`src/rtl/idecode_pipe_if.sv`:
```
// Signal bundle between the IF/ID + WB side (master) and the decode stage (slave).
// Handshake: there is no valid/ready pair at the input. The master presents inst_in
// every cycle. When stall_out is high, the master holds inst_in and next_pc_in unchanged
// for that edge. valid_out marks a real instruction sitting in ID/EX.
interface idecode_pipe_if #(
  parameter int DATA_WIDTH     = 32,
  parameter int ADDR_BITS      = 32,
  parameter int REG_ADDR_BITS  = 5,
  parameter int EXEC_BUS_WIDTH = 7,
  parameter int MEM_BUS_WIDTH  = 3,
  parameter int WB_BUS_WIDTH   = 2,
  parameter int STALL_CNT_BITS = 16
);
  logic [DATA_WIDTH-1:0]     inst_in;
  logic [ADDR_BITS-1:0]      next_pc_in;
  logic                      flush_in;
  logic                      write_w;
  logic [REG_ADDR_BITS-1:0]  add_reg_w_in;
  logic [DATA_WIDTH-1:0]     reg_w_data_in;
  logic                      stall_out;
  logic                      valid_out;
  logic [EXEC_BUS_WIDTH-1:0] execute_bus_out;
  logic [MEM_BUS_WIDTH-1:0]  memory_bus_out;
  logic [WB_BUS_WIDTH-1:0]   wb_bus_out;
  logic [DATA_WIDTH-1:0]     reg_rs_data_out;
  logic [DATA_WIDTH-1:0]     reg_rt_data_out;
  logic [REG_ADDR_BITS-1:0]  add_reg_rs_out;
  logic [REG_ADDR_BITS-1:0]  add_reg_rt_out;
  logic [REG_ADDR_BITS-1:0]  add_reg_rd_out;
  logic [DATA_WIDTH-1:0]     inm_data_out;
  logic [DATA_WIDTH-1:0]     shamt_out;
  logic [ADDR_BITS-1:0]      next_pc_out;
  logic [STALL_CNT_BITS-1:0] stall_count_out;

  modport master (
    output inst_in, next_pc_in, flush_in, write_w, add_reg_w_in, reg_w_data_in,
    input  stall_out, valid_out, execute_bus_out, memory_bus_out, wb_bus_out,
           reg_rs_data_out, reg_rt_data_out, add_reg_rs_out, add_reg_rt_out,
           add_reg_rd_out, inm_data_out, shamt_out, next_pc_out, stall_count_out
  );

  modport slave (
    input  inst_in, next_pc_in, flush_in, write_w, add_reg_w_in, reg_w_data_in,
    output stall_out, valid_out, execute_bus_out, memory_bus_out, wb_bus_out,
           reg_rs_data_out, reg_rt_data_out, add_reg_rs_out, add_reg_rt_out,
           add_reg_rd_out, inm_data_out, shamt_out, next_pc_out, stall_count_out
  );
endinterface

```
`src/rtl/idecode_pipe.sv`:
```
// Instruction decode stage: register bank with WB bypass, control decode, load-use
// stall and the ID/EX pipeline register, plus a saturating stall counter.
module idecode_pipe #(
  parameter int DATA_WIDTH     = 32,
  parameter int ADDR_BITS      = 32,
  parameter int REG_ADDR_BITS  = 5,
  parameter int INM_DATA_WIDTH = 16,
  parameter int EXEC_BUS_WIDTH = 7,
  parameter int MEM_BUS_WIDTH  = 3,
  parameter int WB_BUS_WIDTH   = 2,
  parameter int MEM_READ_BIT   = 0,
  parameter int STALL_CNT_BITS = 16
) (
  input logic           clk,
  input logic           rst,
  idecode_pipe_if.slave id_if
);
  localparam int NUM_REGS = 2 ** REG_ADDR_BITS;

  localparam logic [5:0] OP_RTYPE = 6'b000000;
  localparam logic [5:0] OP_LW    = 6'b100011;
  localparam logic [5:0] OP_SW    = 6'b101011;
  localparam logic [5:0] OP_BEQ   = 6'b000100;
  localparam logic [5:0] OP_ADDI  = 6'b001000;

  logic [DATA_WIDTH-1:0]     regs_q [NUM_REGS];

  logic                      valid_q;
  logic [EXEC_BUS_WIDTH-1:0] exec_q;
  logic [MEM_BUS_WIDTH-1:0]  mem_q;
  logic [WB_BUS_WIDTH-1:0]   wb_q;
  logic [DATA_WIDTH-1:0]     rs_data_q, rt_data_q, imm_q, shamt_q;
  logic [REG_ADDR_BITS-1:0]  rs_addr_q, rt_addr_q, rd_addr_q;
  logic [ADDR_BITS-1:0]      pc_q;
  logic [STALL_CNT_BITS-1:0] stall_cnt_q;

  logic [DATA_WIDTH-1:0]    inst;
  logic [5:0]               opcode, funct;
  logic                     nop_flag;
  logic [REG_ADDR_BITS-1:0] rs_addr, rt_addr, rd_addr;
  logic [6:0]               exec_dec;
  logic [2:0]               mem_dec;
  logic [1:0]               wb_dec;
  logic [DATA_WIDTH-1:0]    rs_data_d, rt_data_d;
  logic                     hazard, stall, bubble;

  assign inst     = id_if.inst_in;
  assign opcode   = inst[31:26];
  assign funct    = inst[5:0];
  assign nop_flag = (inst == '0);
  assign rs_addr  = inst[25:21];
  assign rt_addr  = inst[20:16];
  assign rd_addr  = inst[15:11];

  // Control decoder: exec = {reg_dst, alu_src, shamt_src, alu_op[3:0]},
  // mem = {branch, mem_write, mem_read}, wb = {mem_to_reg, reg_write}.
  always_comb begin
    exec_dec = '0;
    mem_dec  = '0;
    wb_dec   = '0;
    if (!nop_flag) begin
      case (opcode)
        OP_RTYPE: begin
          wb_dec = 2'b01;
          case (funct)
            6'h20:   exec_dec = 7'b1000010;
            6'h22:   exec_dec = 7'b1000110;
            6'h24:   exec_dec = 7'b1000000;
            6'h25:   exec_dec = 7'b1000001;
            6'h2a:   exec_dec = 7'b1000111;
            6'h00:   exec_dec = 7'b1011000;
            6'h02:   exec_dec = 7'b1011001;
            default: wb_dec   = 2'b00;
          endcase
        end
        OP_LW:   begin exec_dec = 7'b0100010; mem_dec = 3'b001; wb_dec = 2'b11; end
        OP_SW:   begin exec_dec = 7'b0100010; mem_dec = 3'b010; end
        OP_BEQ:  begin exec_dec = 7'b0000110; mem_dec = 3'b100; end
        OP_ADDI: begin exec_dec = 7'b0100010; wb_dec  = 2'b01; end
        default: ;
      endcase
    end
  end

  // Register 0 wins over bypass so a stray WB write to r0 can never leak through.
  always_comb begin
    rs_data_d = regs_q[rs_addr];
    rt_data_d = regs_q[rt_addr];
    if (id_if.write_w && id_if.add_reg_w_in != '0) begin
      if (id_if.add_reg_w_in == rs_addr) rs_data_d = id_if.reg_w_data_in;
      if (id_if.add_reg_w_in == rt_addr) rt_data_d = id_if.reg_w_data_in;
    end
    if (rs_addr == '0) rs_data_d = '0;
    if (rt_addr == '0) rt_data_d = '0;
  end

  assign hazard = valid_q && mem_q[MEM_READ_BIT] && (rt_addr_q != '0) &&
                  ((rt_addr_q == rs_addr) || (rt_addr_q == rt_addr)) && !nop_flag;
  assign stall  = hazard && !id_if.flush_in;
  assign bubble = id_if.flush_in || hazard || nop_flag;

  always_ff @(posedge clk or posedge rst) begin
    if (rst) begin
      for (int i = 0; i < NUM_REGS; i++) regs_q[i] <= '0;
    end else if (id_if.write_w && id_if.add_reg_w_in != '0) begin
      regs_q[id_if.add_reg_w_in] <= id_if.reg_w_data_in;
    end
  end

  // Bubbles only kill valid and control; datapath fields load unconditionally.
  always_ff @(posedge clk or posedge rst) begin
    if (rst) begin
      valid_q   <= 1'b0;
      exec_q    <= '0;
      mem_q     <= '0;
      wb_q      <= '0;
      rs_data_q <= '0;
      rt_data_q <= '0;
      rs_addr_q <= '0;
      rt_addr_q <= '0;
      rd_addr_q <= '0;
      imm_q     <= '0;
      shamt_q   <= '0;
      pc_q      <= '0;
    end else begin
      valid_q   <= !bubble;
      exec_q    <= bubble ? '0 : EXEC_BUS_WIDTH'(exec_dec);
      mem_q     <= bubble ? '0 : MEM_BUS_WIDTH'(mem_dec);
      wb_q      <= bubble ? '0 : WB_BUS_WIDTH'(wb_dec);
      rs_data_q <= rs_data_d;
      rt_data_q <= rt_data_d;
      rs_addr_q <= rs_addr;
      rt_addr_q <= rt_addr;
      rd_addr_q <= rd_addr;
      imm_q     <= {{(DATA_WIDTH-INM_DATA_WIDTH){inst[INM_DATA_WIDTH-1]}},
                    inst[INM_DATA_WIDTH-1:0]};
      shamt_q   <= {{(DATA_WIDTH-5){1'b0}}, inst[10:6]};
      pc_q      <= id_if.next_pc_in;
    end
  end

  always_ff @(posedge clk or posedge rst) begin
    if (rst) begin
      stall_cnt_q <= '0;
    end else if (stall && stall_cnt_q != '1) begin
      stall_cnt_q <= stall_cnt_q + 1'b1;
    end
  end

  assign id_if.stall_out       = stall;
  assign id_if.valid_out       = valid_q;
  assign id_if.execute_bus_out = exec_q;
  assign id_if.memory_bus_out  = mem_q;
  assign id_if.wb_bus_out      = wb_q;
  assign id_if.reg_rs_data_out = rs_data_q;
  assign id_if.reg_rt_data_out = rt_data_q;
  assign id_if.add_reg_rs_out  = rs_addr_q;
  assign id_if.add_reg_rt_out  = rt_addr_q;
  assign id_if.add_reg_rd_out  = rd_addr_q;
  assign id_if.inm_data_out    = imm_q;
  assign id_if.shamt_out       = shamt_q;
  assign id_if.next_pc_out     = pc_q;
  assign id_if.stall_count_out = stall_cnt_q;
endmodule

```
`src/flat_wrapper.sv`:
```
// flat-port wrapper written by rule: the top's interface ports become plain ports
module idecode_pipe_flat 
#(
  parameter int DATA_WIDTH     = 32,
  parameter int ADDR_BITS      = 32,
  parameter int REG_ADDR_BITS  = 5,
  parameter int INM_DATA_WIDTH = 16,
  parameter int EXEC_BUS_WIDTH = 7,
  parameter int MEM_BUS_WIDTH  = 3,
  parameter int WB_BUS_WIDTH   = 2,
  parameter int MEM_READ_BIT   = 0,
  parameter int STALL_CNT_BITS = 16
)
  (clk, rst, id_if_inst_in, id_if_next_pc_in, id_if_flush_in, id_if_write_w, id_if_add_reg_w_in, id_if_reg_w_data_in, id_if_stall_out, id_if_valid_out, id_if_execute_bus_out, id_if_memory_bus_out, id_if_wb_bus_out, id_if_reg_rs_data_out, id_if_reg_rt_data_out, id_if_add_reg_rs_out, id_if_add_reg_rt_out, id_if_add_reg_rd_out, id_if_inm_data_out, id_if_shamt_out, id_if_next_pc_out, id_if_stall_count_out);
  idecode_pipe_if #(.DATA_WIDTH(DATA_WIDTH), .ADDR_BITS(ADDR_BITS), .REG_ADDR_BITS(REG_ADDR_BITS), .EXEC_BUS_WIDTH(EXEC_BUS_WIDTH), .MEM_BUS_WIDTH(MEM_BUS_WIDTH), .WB_BUS_WIDTH(WB_BUS_WIDTH), .STALL_CNT_BITS(STALL_CNT_BITS)) id_if_i ();
  input logic clk;
  input logic rst;
  input wire logic [$bits(id_if_i.inst_in)-1:0] id_if_inst_in;
  input wire logic [$bits(id_if_i.next_pc_in)-1:0] id_if_next_pc_in;
  input wire logic [$bits(id_if_i.flush_in)-1:0] id_if_flush_in;
  input wire logic [$bits(id_if_i.write_w)-1:0] id_if_write_w;
  input wire logic [$bits(id_if_i.add_reg_w_in)-1:0] id_if_add_reg_w_in;
  input wire logic [$bits(id_if_i.reg_w_data_in)-1:0] id_if_reg_w_data_in;
  output wire logic [$bits(id_if_i.stall_out)-1:0] id_if_stall_out;
  output wire logic [$bits(id_if_i.valid_out)-1:0] id_if_valid_out;
  output wire logic [$bits(id_if_i.execute_bus_out)-1:0] id_if_execute_bus_out;
  output wire logic [$bits(id_if_i.memory_bus_out)-1:0] id_if_memory_bus_out;
  output wire logic [$bits(id_if_i.wb_bus_out)-1:0] id_if_wb_bus_out;
  output wire logic [$bits(id_if_i.reg_rs_data_out)-1:0] id_if_reg_rs_data_out;
  output wire logic [$bits(id_if_i.reg_rt_data_out)-1:0] id_if_reg_rt_data_out;
  output wire logic [$bits(id_if_i.add_reg_rs_out)-1:0] id_if_add_reg_rs_out;
  output wire logic [$bits(id_if_i.add_reg_rt_out)-1:0] id_if_add_reg_rt_out;
  output wire logic [$bits(id_if_i.add_reg_rd_out)-1:0] id_if_add_reg_rd_out;
  output wire logic [$bits(id_if_i.inm_data_out)-1:0] id_if_inm_data_out;
  output wire logic [$bits(id_if_i.shamt_out)-1:0] id_if_shamt_out;
  output wire logic [$bits(id_if_i.next_pc_out)-1:0] id_if_next_pc_out;
  output wire logic [$bits(id_if_i.stall_count_out)-1:0] id_if_stall_count_out;
  assign id_if_i.inst_in = id_if_inst_in;
  assign id_if_i.next_pc_in = id_if_next_pc_in;
  assign id_if_i.flush_in = id_if_flush_in;
  assign id_if_i.write_w = id_if_write_w;
  assign id_if_i.add_reg_w_in = id_if_add_reg_w_in;
  assign id_if_i.reg_w_data_in = id_if_reg_w_data_in;
  assign id_if_stall_out = id_if_i.stall_out;
  assign id_if_valid_out = id_if_i.valid_out;
  assign id_if_execute_bus_out = id_if_i.execute_bus_out;
  assign id_if_memory_bus_out = id_if_i.memory_bus_out;
  assign id_if_wb_bus_out = id_if_i.wb_bus_out;
  assign id_if_reg_rs_data_out = id_if_i.reg_rs_data_out;
  assign id_if_reg_rt_data_out = id_if_i.reg_rt_data_out;
  assign id_if_add_reg_rs_out = id_if_i.add_reg_rs_out;
  assign id_if_add_reg_rt_out = id_if_i.add_reg_rt_out;
  assign id_if_add_reg_rd_out = id_if_i.add_reg_rd_out;
  assign id_if_inm_data_out = id_if_i.inm_data_out;
  assign id_if_shamt_out = id_if_i.shamt_out;
  assign id_if_next_pc_out = id_if_i.next_pc_out;
  assign id_if_stall_count_out = id_if_i.stall_count_out;
  idecode_pipe #(.DATA_WIDTH(DATA_WIDTH), .ADDR_BITS(ADDR_BITS), .REG_ADDR_BITS(REG_ADDR_BITS), .INM_DATA_WIDTH(INM_DATA_WIDTH), .EXEC_BUS_WIDTH(EXEC_BUS_WIDTH), .MEM_BUS_WIDTH(MEM_BUS_WIDTH), .WB_BUS_WIDTH(WB_BUS_WIDTH), .MEM_READ_BIT(MEM_READ_BIT), .STALL_CNT_BITS(STALL_CNT_BITS)) u_core (.clk(clk), .rst(rst), .id_if(id_if_i));
endmodule
```
`config.mk`:
```
export PLATFORM = sky130hd
export DESIGN_NAME = idecode_pipe_flat
export DESIGN_NICKNAME = d
export VERILOG_FILES = /design/src/rtl/idecode_pipe_if.sv /design/src/rtl/idecode_pipe.sv /design/src/flat_wrapper.sv
export SDC_FILE = /design/constraint.sdc
export NUM_CORES = 2
export LEC_CHECK = 0
export ABC_AREA = 1
export BUFFER_PORTS_ARGS = -buffer_cell sky130_fd_sc_hd__buf_2
export CORE_ASPECT_RATIO = 1.1
export CORE_MARGIN = 2
export CORE_UTILIZATION = 35
export DETAILED_ROUTE_END_ITERATION = 16
export HOLD_SLACK_MARGIN = 0.1
export PLACE_DENSITY = 0.6
export SLEW_MARGIN = 20
export SYNTH_ARGS = -nofsm -noshare
export SYNTH_HDL_FRONTEND = slang
export SYNTH_SLANG_ARGS = --single-unit
```
`constraint.sdc`:
```
create_clock -name clk -period 68 [get_ports clk]
set_input_delay 6.8 -clock clk [delete_from_list [all_inputs] [get_ports clk]]
set_output_delay 6.8 -clock clk [all_outputs]
set_load 0.01 [all_outputs]
```
==> summary by stage <==
Outcome
The flow ran to the end, and the final reports show no timing, DRC or antenna violations.

Clock tree
The worst-skew pair later-pin latency is 800 ps. The clock sink total is 1174. The longest clock path from root to sink contains 3 buffers. Hold repair after CTS inserted 0 buffers.

In this run, CTS created clock tree buffers numbering 141. The number of setup buffers added after CTS is 0. The number of resized instances in the post-cts repair step is 0. Clock-pin slew was measured on the worst setup and hold paths at 60 ps. TritonCTS built the clock tree.

The clock tree synthesis step divided the H-tree into 4 levels. The master cell of the clock root buffer is sky130_fd_sc_hd__clkbuf_16.

Floorplanning
The die is 453 µm tall. From left edge to right edge, the die measures 412 µm. For this configuration, the core starts out at a cell density of 0.353.

The count of standard-cell rows is 164. The die covers 187000 µm². The area of the core region is 182000 µm².

The top-level port count is 310.

Synth
Synthesis inferred 1174 register bits. For this run, the leading register cell type out of synthesis is sky130_fd_sc_hd__dfrtp_1. The average instance in the mapped netlist occupies 7.07 µm². The area of the mapped netlist is 64200 µm². The cell count after synthesis is 9075. Counting flops with a built-in enable in the synthesized netlist gives 0. The netlist uses 34 different library cells. The fraction of synthesized cell area taken by the top area cell type is 0.458. The number of synthesis warnings is 0. After synthesis, the cell types taking the most area are sky130_fd_sc_hd__dfrtp_1, sky130_fd_sc_hd__nand2_1, sky130_fd_sc_hd__o21ai_0.

The fraction of synthesis flops using an asynchronous set or reset pin is 1.00. For this run, the register share of the synthesized area comes to 0.458. The most area-hungry cell type in the Yosys netlist is sky130_fd_sc_hd__dfrtp_1.

Finish
From synthesis to final layout, the design area changed by 10.8%. The net count reported at finish is 8912. The most common library cell in the layout ignoring fill and taps is sky130_fd_sc_hd__nand2_1. The share of post-route cells with drive strength above 1 is 0.0756. Leaving out fill and tap cells, the most frequent cells in the layout are sky130_fd_sc_hd__nand2_1, sky130_fd_sc_hd__o21ai_0, sky130_fd_sc_hd__dfrtp_1. The summed area of non-filler cells in the final layout is 71100 µm². The final non-filler cell total is 11.3k.

STA
The number of max-slew violations in the final report is 0. The number of endpoints with negative hold slack in the final report is 0. Across all setup checks in the final design, the least slack found is 52570 ps. The final critical path time including I/O delays and setup is 15430 ps. The setup total negative slack is 0 ps. Setup repair after global routing left no endpoint under its margin. The final setup violation count is 0.

In the finished design, the share of the clock period the worst path needs comes to 0.227. Clock skew on the completed layout was measured at 26.0 ps. The highest clock rate is 64.8 MHz. The worst-margin pin slew is 1190 ps.

The remaining max-slew budget at the tightest pin is 0.207.

Pwr
For this design the static power due to leakage is 34.3 nW. The share of power burned in registers is 0.431. The combinational share of power is 0.192. VDD sags by at most 0.0184 mV. Of the total power, the clock network draws 0.377. Total power for the finished layout comes to 0.00207 W. The switching power as a share of total power is 0.317. The areal power density over the cells is 29.1 nW/µm². The net switching power is 0.000656 W. The internal power of the cells is 0.00141 W.

Worst setup path
The maximum fanout along the worst path is 121. The launching element type of the critical path is an input port. The worst path buffer plus inverter count is 4. The peak per-stage delay on the critical path is 650 ps. In this run the critical register-to-register path is launched from u_core.id_if.stall_count_out[0]. Traced cell by cell, the critical path runs through buf_8 -> inv_8 -> nand2_1 -> a21oi_1 -> nand3_1 -> nand2_1 -> nand3_1 -> inv_1 -> buf_2. Data on the critical path is required at its endpoint by 61200 ps. The number of cells on the worst reg-to-reg path is 9. The family with the most delay on the worst path is buffers and inverters. By startpoint and endpoint, the worst setup path is classified as input port to output port. The flop-to-flop setup slack is 65770 ps. The critical-path cell with the highest stage delay is sky130_fd_sc_hd__inv_8.

The worst setup path is captured at an output port. The capturing point of the worst reg2reg path is u_core.id_if.stall_count_out[5]. The arrival time reported for the critical path endpoint is 8630 ps.

Detailed routing
Dividing the detail-routed wire length by the instance count gives 22.7 µm. The aggregate routed wire length is 258 mm. After the first detailed-routing iteration, the DRC count stood at 8828. Detailed routing inserted a total of 63.0k vias. Once detail routing completed, the nets flagged for antenna violations numbered 0. The pre-antenna-repair detailed-routing pass consisted of 6 iterations. For this run, design rule violations remaining after detail routing come to 0.

The via-per-instance ratio is 5.55.

GRT
The number of antenna violations at the first check in global routing is 29. Global routing finished with a remaining overflow of 0. Across every metal layer, demand over resource in global routing totals 0.270. The first global-routing pass estimated 380 mm of wire. The via count of the first global-routing pass was 58.4k.

The largest net degree at the start of global routing is 205.

Hold path
The type of the tightest min-delay check is register to register. The startpoint identified for the worst hold timing path is u_core.regs_q[1017]. The worst hold path passes through 0 cells. The endpoint of the worst hold-timing path is u_core.regs_q[1017].

Placement
Port buffering added 282 buffers. Timing analysis after detailed placement gives a worst setup slack of 52610 ps. The post-placement cell area is 66300 µm². The half-perimeter wire length after placement is 141 mm. The final RePlAce weighted congestion is 0.863.

The instance count after placement with tap cells included is 11.1k.

Flow run
The number of max-cap violations is 0.
worst max-delay path by stage:
stage | from | end | cells past startpoint
after global placement | id_if_inst_in[21] | id_if_stall_out | 9
after CTS | id_if_inst_in[21] | id_if_stall_out | 9
after global routing | id_if_inst_in[21] | id_if_stall_out | 9
after detailed placement | id_if_inst_in[21] | id_if_stall_out | 9
final | id_if_inst_in[21] | id_if_stall_out | 9
after floorplan | rst | u_core.id_if.add_reg_rs_out[0] | 1
cell usage after synthesis (2+ instances only):
library cell               number
sky130_fd_sc_hd__buf_2        194
sky130_fd_sc_hd__clkbuf_1     505
sky130_fd_sc_hd__nor2_4         2
sky130_fd_sc_hd__nor3_4         2
sky130_fd_sc_hd__o21ai_1       64
sky130_fd_sc_hd__nand2_2       15
sky130_fd_sc_hd__nor3_1        14
sky130_fd_sc_hd__and3_1         4
sky130_fd_sc_hd__nand4_1        6
sky130_fd_sc_hd__or2_2          2
sky130_fd_sc_hd__nor4_4         3
sky130_fd_sc_hd__nand3_1     1148
sky130_fd_sc_hd__buf_1         68
sky130_fd_sc_hd__nor2_2         2
sky130_fd_sc_hd__buf_4         60
sky130_fd_sc_hd__nand2_1     2584
sky130_fd_sc_hd__o21ai_0     1280
sky130_fd_sc_hd__o211ai_1     188
sky130_fd_sc_hd__inv_2          7
sky130_fd_sc_hd__xor2_1        19
sky130_fd_sc_hd__xnor2_1        9
sky130_fd_sc_hd__nor2_1       518
sky130_fd_sc_hd__nor3_2         8
sky130_fd_sc_hd__inv_1        851
sky130_fd_sc_hd__dfrtp_1     1174
sky130_fd_sc_hd__a21oi_1      340
power by group through the flow:
stage | Clock (W) | Combinational [W] | Sequential (W)
after global placement | 0 | 0.000381 | 0.000897
after global routing | 0.000820 | 0.000455 | 0.000905
after floorplan | 0 | 0.000287 | 0.000891
after detailed placement | 0 | 0.000392 | 0.000900
after CTS | 0.000792 | 0.000394 | 0.000889
final | 0.000781 | 0.000398 | 0.000891
state kept, by name (all words and copies together), names as in the netlist, 6 cells and up:
signal,count
u_core.id_if.execute_bus_out,6
u_core.id_if.reg_rt_data_out,32
u_core.id_if.next_pc_out,32
u_core.regs_q,1024
u_core.id_if.stall_count_out,16
u_core.id_if.inm_data_out,16
u_core.id_if.reg_rs_data_out,32
cells by family (layout without fill, tap and decap cells):
logic type | count (synthesis) | count (layout) | synth area share
and+or+nand+nor | 4312 | 4312 | 0.279
AOI/OAI and AO/OA | 1873 | 1873 | 0.153
buffers and inverters | 1686 | 1504 | 0.106
DFF | 1174 | 1174 | 0.458
xor gates and xnor gates | 28 | 28 | 0.00382
adders and majority gates | 1 | 1 | 0.000195
other | 1 | 41 | 0.0000585
area by class of cell:
class	count	area (µm²)
Timing Repair Buffer	389	2390
Inverter	859	3270
Clock inverter	46	509
Antenna cell	14	35.0
Sequential cell	1174	29400
Clock buffer	210	4210
Fill cell	18800	111000
Multi-Input combinational cell	6241	28300
Tap cell	2407	3010
stage by stage:
stage,hold slack [ps],utilization
final,396,0.391
after global routing,408,0.391
after CTS,398,0.390
after detailed placement,385,0.365
after global placement,381,0.365
after floorplan,446,-
per-layer routing:
layer  share of wire  vias up  global-route usage
met1            0.40    30000               0.352
li1                -    28500                   -
met4           0.060       10               0.147
met2            0.44     3694               0.418
met3            0.11      766              0.0584
met5         0.00019        -                   0
(Power assumes the default switching activity.)
